==> config.mk <==
export PLATFORM = sky130hd
export DESIGN_NAME = i2s_frame_sequencer
export DESIGN_NICKNAME = d
export VERILOG_FILES = /design/src/rtl/i2s_frame_sequencer.sv
export SDC_FILE = /design/constraint.sdc
export NUM_CORES = 1
export LEC_CHECK = 0
export CAP_MARGIN = 20
export CORE_UTILIZATION = 45
export DETAILED_ROUTE_END_ITERATION = 10
export DONT_BUFFER_PORTS = 1
export GPL_TIMING_DRIVEN = 1
export PLACE_DENSITY = 0.66
export SLEW_MARGIN = 10
export SYNTH_ARGS = -nofsm -noshare
export SYNTH_HDL_FRONTEND = slang
export SYNTH_SLANG_ARGS = --single-unit
==> constraint.sdc <==
create_clock -name mclk -period 10 [get_ports mclk]
set_clock_uncertainty 0.2 [all_clocks]
set_input_delay 1.5 -clock mclk [delete_from_list [all_inputs] [get_ports mclk]]
set_output_delay 1.5 -clock mclk [all_outputs]
set_load 0.005 [all_outputs]
==> src/rtl/i2s_frame_sequencer.sv <==
//==============================================================================
// Module   : i2s_frame_sequencer
// Purpose  : Per-frame gain/saturate controller between I2S rx and tx ports,
//            sharing one registered multiplier between left and right channels.
// Revision : 1.0 - initial release
//==============================================================================
`default_nettype none

module i2s_frame_sequencer #(
    parameter int D_WIDTH    = 24,
    parameter int GAIN_WIDTH = 9,
    parameter int FRAC_BITS  = 8
) (
    input  logic                  mclk,
    input  logic                  reset,
    input  logic                  ws,
    input  logic [D_WIDTH-1:0]    l_data_rx,
    input  logic [D_WIDTH-1:0]    r_data_rx,
    input  logic [GAIN_WIDTH-1:0] gain,
    input  logic                  bypass,
    input  logic                  mute,
    input  logic                  clr_flags,
    output logic [D_WIDTH-1:0]    l_data_tx,
    output logic [D_WIDTH-1:0]    r_data_tx,
    output logic                  frame_done,
    output logic                  busy,
    output logic                  clip,
    output logic                  overrun
);

    localparam int c_PW = D_WIDTH + GAIN_WIDTH + 1;
    localparam logic [D_WIDTH-1:0] c_SAT_MAX = {1'b0, {(D_WIDTH-1){1'b1}}};
    localparam logic [D_WIDTH-1:0] c_SAT_MIN = {1'b1, {(D_WIDTH-1){1'b0}}};

    typedef enum logic [2:0] {
        S_IDLE   = 3'd0,
        S_CAP    = 3'd1,
        S_MUL_L  = 3'd2,
        S_MUL_R  = 3'd3,
        S_SAT    = 3'd4,
        S_COMMIT = 3'd5
    } state_t;

    state_t r_state;
    state_t w_next;

    logic                   r_ws_d;
    logic [D_WIDTH-1:0]     r_cap_l;
    logic [D_WIDTH-1:0]     r_cap_r;
    logic [GAIN_WIDTH-1:0]  r_gain;
    logic                   r_bypass;
    logic                   r_mute;
    logic [D_WIDTH-1:0]     r_mul_op;
    logic signed [c_PW-1:0] r_prod;
    logic [D_WIDTH-1:0]     r_hold_l;
    logic                   r_clip_l;

    logic                   w_edge;
    logic signed [c_PW-1:0] w_op_ext;
    logic signed [c_PW-1:0] w_gain_ext;
    logic signed [c_PW-1:0] w_product;
    logic signed [c_PW-1:0] w_shift;
    logic                   w_ovf_hi;
    logic                   w_ovf_lo;
    logic                   w_clamp;
    logic [D_WIDTH-1:0]     w_sat;
    logic                   w_commit;
    logic                   w_clip_set;
    logic                   w_ovr_set;

    assign w_edge = r_ws_d & ~ws;
    assign busy   = (r_state != S_IDLE);

    // Gain is unsigned, so it is zero-extended; the low c_PW bits of the
    // full-width product are the exact signed result.
    assign w_op_ext   = {{(c_PW-D_WIDTH){r_mul_op[D_WIDTH-1]}}, r_mul_op};
    assign w_gain_ext = {{(c_PW-GAIN_WIDTH){1'b0}}, r_gain};
    assign w_product  = w_op_ext * w_gain_ext;

    assign w_shift  = r_prod >>> FRAC_BITS;
    assign w_ovf_hi = ~w_shift[c_PW-1] &  (|w_shift[c_PW-2:D_WIDTH-1]);
    assign w_ovf_lo =  w_shift[c_PW-1] & ~(&w_shift[c_PW-2:D_WIDTH-1]);
    assign w_clamp  = w_ovf_hi | w_ovf_lo;
    assign w_sat    = w_ovf_hi ? c_SAT_MAX :
                      w_ovf_lo ? c_SAT_MIN : w_shift[D_WIDTH-1:0];

    assign w_commit   = (r_state == S_COMMIT);
    assign w_clip_set = w_commit & ~r_mute & ~r_bypass & (r_clip_l | w_clamp);
    assign w_ovr_set  = w_edge & (r_state != S_IDLE);

    always_ff @(posedge mclk) begin
        if (reset) begin
            r_state <= S_IDLE;
        end else begin
            r_state <= w_next;
        end
    end

    always_comb begin
        w_next = r_state;
        case (r_state)
            S_IDLE:   if (w_edge) w_next = S_CAP;
            S_CAP:    w_next = S_MUL_L;
            S_MUL_L:  w_next = S_MUL_R;
            S_MUL_R:  w_next = S_SAT;
            S_SAT:    w_next = S_COMMIT;
            S_COMMIT: w_next = S_IDLE;
            default:  w_next = S_IDLE;
        endcase
    end

    always_ff @(posedge mclk) begin
        if (reset) begin
            r_ws_d     <= 1'b0;
            r_cap_l    <= '0;
            r_cap_r    <= '0;
            r_gain     <= '0;
            r_bypass   <= 1'b0;
            r_mute     <= 1'b0;
            r_mul_op   <= '0;
            r_prod     <= '0;
            r_hold_l   <= '0;
            r_clip_l   <= 1'b0;
            l_data_tx  <= '0;
            r_data_tx  <= '0;
            frame_done <= 1'b0;
            clip       <= 1'b0;
            overrun    <= 1'b0;
        end else begin
            r_ws_d     <= ws;
            frame_done <= w_commit;
            clip       <= w_clip_set | (clip & ~clr_flags);
            overrun    <= w_ovr_set | (overrun & ~clr_flags);

            case (r_state)
                S_CAP: begin
                    r_cap_l  <= l_data_rx;
                    r_cap_r  <= r_data_rx;
                    r_gain   <= gain;
                    r_bypass <= bypass;
                    r_mute   <= mute;
                end
                S_MUL_L: begin
                    r_mul_op <= r_cap_l;
                end
                S_MUL_R: begin
                    r_prod   <= w_product;
                    r_mul_op <= r_cap_r;
                end
                S_SAT: begin
                    r_prod   <= w_product;
                    r_hold_l <= w_sat;
                    r_clip_l <= w_clamp;
                end
                S_COMMIT: begin
                    // Mute outranks bypass; both skip the multiplier result.
                    if (r_mute) begin
                        l_data_tx <= '0;
                        r_data_tx <= '0;
                    end else if (r_bypass) begin
                        l_data_tx <= r_cap_l;
                        r_data_tx <= r_cap_r;
                    end else begin
                        l_data_tx <= r_hold_l;
                        r_data_tx <= w_sat;
                    end
                end
                default: begin
                end
            endcase
        end
    end

endmodule

`default_nettype wire

-- Yosys cells after proc, flatten, opt, wreduce, memory -nomap -nowiden
Cells that the tools add are included.
- register bits: 197
- bits in latches: 0
- memory bits (writable): 0
- bits in read-only memories: 0
- input bits: 63
- output and inout port bits: 52
- memories: 0
- add/sub/neg operators: 0
- multiply operators: 1
- div/mod/pow operators: 0
- magnitude comparators: 0
- equal/unequal tests: 6
- shifts and indexed selects: 0
- muxes and demuxes: 9
- bitwise logic cells: 19
- reduce and logical (&&, ||, !) cells: 6
- operator list (kind ; count):
    $mux W24 ; 6
    $pmux W24 S2 ; 1
    $mul A24 B10 Y34 ; 1
    $pmux W3 S5 ; 1
    $and A1 B1 Y1 ; 9
    $eq A3 B2 Y1 const B ; 2
    $eq A3 B3 Y1 const B ; 2
    $not A1 Y1 ; 6
    $or A1 B1 Y1 ; 4
    $eq A3 B1 Y1 const B ; 1
    $logic_not A3 Y1 ; 1
    $mux W3 ; 1
    $reduce_and A3 Y1 ; 1
    $reduce_bool A3 Y1 ; 1
    $reduce_or A3 Y1 ; 1
    $ne A2 B2 Y1 const B ; 1
    $reduce_bool A2 Y1 ; 1
    $reduce_or A2 Y1 ; 1

-- Depth between registers and ports, before layout
Gate-level depths: netlist (run 1).
- depth after elaboration: 7
- gate-level depth with buffers: 23
- mapped depth without buffers: 20

-- Worst setup path after synthesis (run 1)
Ideal clock, no wire load.
- kind: register -> register
- start: reg r_gain[3]
- end: reg r_prod[32]
- library setup time: 0.079 ns
- data arrival time: 5.195 ns
- path slack: 4.526 ns
- stages on the path, launching flop included: 22
- path buffers: 3
- clock period less this slack: 5.474 ns
- path through: dfxtp_1 -> clkbuf_1 -> clkbuf_1 -> nand2_1 -> fa_1 -> fa_1 -> inv_1 -> fa_1 -> fa_1 -> inv_1 -> fa_1 -> inv_1 -> ha_1 -> buf_2 -> nand4_1 -> inv_1 -> a221oi_1 -> a31oi_1 -> o211ai_1 -> a41oi_2 -> xnor2_1 -> a211oi_2
- cells in the longest elaborated chain, start to end: 1
- ends and longest elaborated chain (item ; line ; source):
    start: declaration ; 50 ; logic [GAIN_WIDTH-1:0] r_gain;
    start signal: assignment ; 139 ; r_gain <= gain;
    $mul A24 B10 Y34 ; 78 ; assign w_product = w_op_ext * w_gain_ext;
    end signal: assignment ; 147 ; r_prod <= w_product;
    end signal: assignment ; 151 ; r_prod <= w_product;
    end: declaration ; 54 ; logic signed [c_PW-1:0] r_prod;
Every way passes these cells.
A chain may end at the register's enable or synchronous reset.

-- Worst setup path in the final report (run 1)
- start: reg r_gain[1]
- end: reg r_prod[32]
The elaborated chain is that of the path after synthesis.

==> run summary, run 1 <==
Share of cells above drive strength 1 = 4.353%
Number of vias per cell = 5.394
Antenna violations before repair = 1
Endpoint arrival time on the critical path = 6.39 ns
Yosys reg bits = 189
First-pass detailed-route iteration total = 7
Max stage delay on crit path = 0.91 ns
Number of library cell types mapped by synthesis = 70
Last weighted congestion value of the routability-driven placer = 0.9085
Number of setup buffers added after CTS = 0
Post-Syn Instances = 1814
Path type of the worst setup path = flop to flop
Number of sinks on the clock net = 189
Sum of negative setup slack = 0 ns
Switching pwr = 0.4912 mW
Post-detailed-routing wire length = 37430 µm
Max transition margin = 27.84%
Category of the worst setup path capture point = flop
Gates resized, CTS repair = 0
Most repeated cell in the gate-level netlist after synthesis = nand2_1
Mapped Nets = 2125
Required time reported for the critical path endpoint = 10.16 ns
Total power divided by cell area = 110.6 nW/µm²
Dominant cells by area after synthesis = dfxtp_1 (25%), fa_1 (23%), nand2_1 (7.5%), ha_1 (5.9%), a21oi_1 (5.1%)
Post-synth top area cell = dfxtp_1
Top Family by Delay on Critical Path = adder cells
RSZ-0062 raised after global routing = false
Worst supply voltage drop on vdd = 198.5 µV
Number of buffer and inverter stages on the critical path = 4
Clock transition at the registers of the reported paths = 0.08 ns
Pins Over Slew Limit = 0
Most frequent cells after synthesis = nand2_1 (301), inv_1 (196), dfxtp_1 (189)
Die outline area = 34390 µm²
Cell row count = 66
Ys Warns = 0
Die extent in x = 185.5 µm
Hold Buf Count CTS = 0
Number of placed I/O pins = 115
Critical-path cell list = nand2_1, fa_1, fa_1, inv_1, fa_1, fa_1, inv_1, fa_1, inv_1, ha_1, nand4_1, inv_1, a221oi_1, a31oi_1, o211ai_1, a41oi_2, xnor2_1, a211oi_2
Most instantiated flip-flop cell in the synthesis netlist = dfxtp_1
Chip height = 185.5 µm
Number of violations reported at the end of detailed-routing iteration 0 = 677
Overall routing resource usage = 23.18%
Pwr Total = 1.758 mW
Max cap viols = 0
Number of instances in the placed design = 2132
Pin count of the biggest net entering global routing = 197
Startpoint class of the critical path = flop
Initial Utilization = 46.19%
Count of vias placed by the detailed router = 11683
Async set-reset flop share out of synthesis = 0%
Combinational share of power = 9.5%
Outcome = finished clean
Number of global-route vias before repair = 11724
Number of synthesized flops with an enable pin = 0
Clock tree from TritonCTS = yes
Most frequent cell on the critical path = fa_1
Filler-free cell count of the finished design = 2166
Detail Route Antenna Nets = 0
Final #Nets = 2021
DR DRC count = 0
Static Leakage = 6.925 nW
Synth-to-Final Area Change = 4.949%
Transition time of the tightest slew-check pin = 1.081 ns
Sequential fraction of the synthesis area = 24.98%
Detailed-placement wirelength estimate = 28330 µm
Switching Share = 27.95%
Internal Pwr Total = 1.266 mW
Netlist area before placement = 15140 µm²
Type of the most critical hold path = flop to flop
Yosys top cell area share = 24.98%
First-pass GRT wire length = 62820 µm
Clock share of power = 43.1%
Crit-path slowest cell = dfxtp_1
Final critical-path share of the clock period = 62.31%
Maximum buffer depth of the clock tree = 2
Core area = 32780 µm²
Quantity of I/O buffers inserted on ports = 0
Post-Syn Area per Cell = 8.349 µm²
Worst-path maximum fanout = 25
Upper clock frequency limit = 160.5 MHz
CTS buffer count = 17
CTS Root Cell = clkbuf_16
Global route overflow = 0
Post-layout min period = 6.231 ns
Worst-skew pair later-pin latency = 0.44 ns
Number of failing hold endpoints at the final stage = 0
Wire per inst = 17.28 µm
Count of final setup violators = 0
H-tree level count = 4
Share of total power in sequential cells = 47.4%
sequential cells by signal (all words and copies together) (netlist names):
| signal | flops |
|---|---|
| r_gain | 9 |
| r_bypass | 1 |
| r_clip_l | 1 |
| r_data_tx | 24 |
| r_state | 3 |
| clip | 1 |
| r_cap_r | 24 |
| r_prod | 26 |
| r_mul_op | 24 |
| l_data_tx | 24 |
| overrun | 1 |
| r_hold_l | 24 |
| frame_done | 1 |
| r_mute | 1 |
| r_ws_d | 1 |
| r_cap_l | 24 |
worst paths after layout:
check	startpoint	end	slack, ns	cells past startpoint
max	r_gain[1]	r_prod[32]	3.77	18
min	r_prod[17]	r_prod[17]	0.25	2
max reg2reg	r_gain[1]	r_prod[32]	3.77	18
min reg2reg	r_prod[17]	r_prod[17]	0.25	2
kinds of logic after synthesis:
family                     synth area share (%)
DFF                                       24.98
and+or+nand+nor                           18.88
adders and majority gates                 29.26
AOI/OAI and AO/OA                         13.23
buffers and inverters                     8.716
muxes                                     3.371
xor gates and xnor gates                  1.561
metrics by stage:
stage / hold WS (ns) / cell area, µm² / util (%) / setup slack, ns
CTS: 0.2566 / 15870 / 48.41 / 3.763
floorplan: 0.2287 / 15140 / - / 4.526
finish: 0.2526 / 15890 / 48.48 / 3.769
global placement: 0.2367 / 15220 / 46.42 / 3.907
detailed placement: 0.2442 / 15220 / 46.42 / 3.801
global route: 0.2707 / 15890 / 48.47 / 3.366
layer usage:
layer	routed length, µm	track usage, %	up-vias
met1	16670	32.17	5731
li1	-	-	5593
met4	426	5.223	0
met5	0	0	-
met3	2442	4.187	29
met2	17900	37.47	330
placed cells by master (no fill, tap or decap), types with 4 or more instances in the layout:
cell       netlist  final
a211oi_1        31     31
a21o_1          11     11
a21oi_1        153    153
a22oi_1         24     24
a31oi_1          6      6
and2_1          96     96
and2_2           7      7
buf_4            3     12
bufinv_16        0      4
clkbuf_16        0     17
dfxtp_1        189    188
fa_1           177    177
ha_1            71     71
inv_1          196    196
mux2i_1         51     51
nand2_1        301    301
nand3_1          9      9
nand4_1         10     10
nor2_1         159    159
nor2b_1          5      4
nor3_1          32     32
nor4_1           4      4
o21ai_0         54     54
o21ai_1          4      4
o21bai_1         4      4
xnor2_1         22     22
xor2_1           5      5
layout make-up:
| cell class | instances | area [µm²] |
|---|---|---|
| Timing Repair Buffer | 13 | 110.1 |
| Antenna cell | 1 | 2.502 |
| Sequential cell | 189 | 3785 |
| Clock inverter | 14 | 225.2 |
| Fill cell | 3189 | 16890 |
| Multi-Input combinational cell | 1293 | 10050 |
| Tap cell | 442 | 553.0 |
| Clock buffer | 18 | 429.2 |
| Inverter | 196 | 735.7 |
worst min-delay path, stage by stage, from the launching register on:
cell	delay (ns)
dfxtp_1	0.31
nand2_1	0.05
a21oi_1	0.05
power by group through the flow:
stage	sequential, mW	clock, mW	combinational [mW]
after floorplan	0.803	0	0.163
after global placement	0.849	0	0.163
after detailed placement	0.850	0	0.165
after CTS	0.833	0.766	0.168
after global routing	0.838	0.797	0.189
final	0.833	0.757	0.168
Note: power is estimated with default switching activity, not from simulation.
==> run 2, diff against run 1 <==
Settings changed: PLACE_DENSITY 0.66 to 0.68.
Clock period 10 ns to 5.11 ns, I/O delays scaled along.
==> run 2 against run 1 <==
Net effect: the flow now finishes with violations (setup timing); critical path type unchanged; critical path depth rose by 1; sequential share of layout area fell by 2.9 points; via count rose by 9.4%; core utilization rose by 7.7 points; first-iteration DRC count rose by 15%.
==> run summary, run 2 (synthesis results as in run 1) <==
Number of placed I/O pins = 115
Category of the worst setup path capture point = flop
Worst hold slack = 0.1872 ns
Final WS setup = -0.3451 ns
Overall routing resource usage = 24.68%
Share of cells above drive strength 1 = 22.15%
Maximum buffer depth of the clock tree = 2
Post-detailed-routing wire length = 41860 µm
Sum of negative setup slack = -3.869 ns
Total power divided by cell area = 185.7 nW/µm²
Cell row count = 66
Max transition margin = 42.36%
Count of final setup violators = 19
Count of vias placed by the detailed router = 12782
Antenna violations before repair = 0
Worst-path maximum fanout = 7
Most common cell after layout, fill and taps aside = nand2_1
Number of vias per cell = 5.384
Worst-skew pair later-pin latency = 0.44 ns
Type of the most critical hold path = primary input to flop
Largest reg by FF count = r_prod
Endpoint arrival time on the critical path = 5.61 ns
Number of global-route vias before repair = 12865
Outcome = complete, but fails checks
Final #Nets = 2230
Detail Route Antenna Nets = 0
Transition time of the tightest slew-check pin = 0.8608 ns
Global route overflow = 0
Detailed-placement wirelength estimate = 30600 µm
Path type of the worst setup path = flop to flop
Initial Utilization = 46.19%
Quantity of I/O buffers inserted on ports = 0
Post-layout min period = 5.455 ns
Wire per inst = 17.63 µm
Static Leakage = 8.129 nW
RSZ-0062 raised after global routing = true
Max stage delay on crit path = 0.57 ns
Number of sinks on the clock net = 189
Clock transition at the registers of the reported paths = 0.08 ns
Pins Over Slew Limit = 0
H-tree level count = 4
Most frequent cells in the layout = nand2_1 (282), inv_1 (187), buf_4 (187), dfxtp_1 (164), fa_1 (160)
Core area = 32780 µm²
Required time reported for the critical path endpoint = 5.26 ns
Synth-to-Final Area Change = 21.57%
Max cap viols = 0
Critical-path cell list = buf_12, buf_4, buf_6, nand2_2, fa_1, inv_1, fa_1, ha_1, fa_2, fa_2, ha_4, o21ai_2, a211o_1, o2bb2ai_2, buf_4, o211ai_4, a21oi_2, or4b_1, a31oi_1
Upper clock frequency limit = 183.3 MHz
Number of flip-flops in the largest register = 26
Startpoint class of the critical path = flop
Die outline area = 34390 µm²
Filler-free cell count of the finished design = 2374
Worst-case setup slack after placement = -0.4910 ns
Clock tree from TritonCTS = yes
Number of instances in the placed design = 2299
Pin count of the biggest net entering global routing = 197
Number of failing hold endpoints at the final stage = 0
Crit-path slowest cell = fa_2
First-pass detailed-route iteration total = 5
Die extent in x = 185.5 µm
Number of violations reported at the end of detailed-routing iteration 0 = 779
DR DRC count = 0
Antenna Diode Count = 0
First-pass GRT wire length = 66760 µm
Last weighted congestion value of the routability-driven placer = 0.9044
Worst supply voltage drop on vdd = 276.3 µV
CTS Root Cell = clkbuf_16
Util after Layout = 56.16%
Violations in the final reports = setup timing
Final critical-path share of the clock period = 106.8%
CTS buffer count = 17
Chip height = 185.5 µm
[run 2: changes by cell type in the layout (fill, tap and decap cells not counted), moves of 19 or more]
cell and delta:
buf_4 +175, dfxtp_1 -24, ha_1 -21, ha_4 +21
nand2_1 -19
[run 2: worst max-delay path: cells and delay by family, from the launching register on]
| kind | cells | cell delay [ns] |
|---|---|---|
| AND/OR/NAND/NOR | 2 | 0.53 |
| buffers and inverters | 5 | 0.55 |
| AO/OA/AOI/OAI | 6 | 1.07 |
| flip-flops | 1 | 0.41 |
| adder cells (fa/ha/maj) | 6 | 2.62 |
[run 2: cell type report]
class                      instances  area, µm²
fill                            2915      14370
multi-input combinational       1293      10770
tap                              442      553.0
sequential                       189       3842
inverter                         196      735.7
clock inverter                    14      126.4
clock buffer                      18      439.2
timing repair buffer             222       1947
[run 2: routing by layer]
metal	share of wire [%]	GRT usage (%)	up-vias
met5	0	0	-
met4	0.99	4.826	0
met3	5.4	3.952	37
met2	49	41.20	346
met1	44	33.77	6372
li1	-	-	6027
[run 2: repair_timing]
item	CTS	global route
endpoints found under the setup margin	26	26
hold buffers	0	0
pin swaps	47	83
gates resized for setup	87	93
gates cloned	0	3
buffers inserted	25	20
[run 2: through the flow]
stage                     power [mW]  area [µm²]
after global placement         2.077       16670
after floorplan                1.908       15380
after global routing           3.544       18410
after CTS                      3.392       17820
final                          3.418       18410
after detailed placement       2.085       16670
[run 2: worst paths after layout]
kind / from / endpoint / slack [ns] / cells after the start
worst max-delay path: r_gain[1] / r_prod[29] / -0.35 / 19
worst max register to register: r_gain[1] / r_prod[29] / -0.35 / 19
worst min-delay path: reset / r_gain[2] / 0.19 / 1
worst min register to register: r_prod[13] / r_prod[13] / 0.26 / 2
[run 2: report_power, final]
part           switching [mW]  total (mW)  internal (mW)
Sequential             0.0675        1.59           1.52
Combinational           0.300       0.539          0.239
Clock                   0.639        1.29          0.654
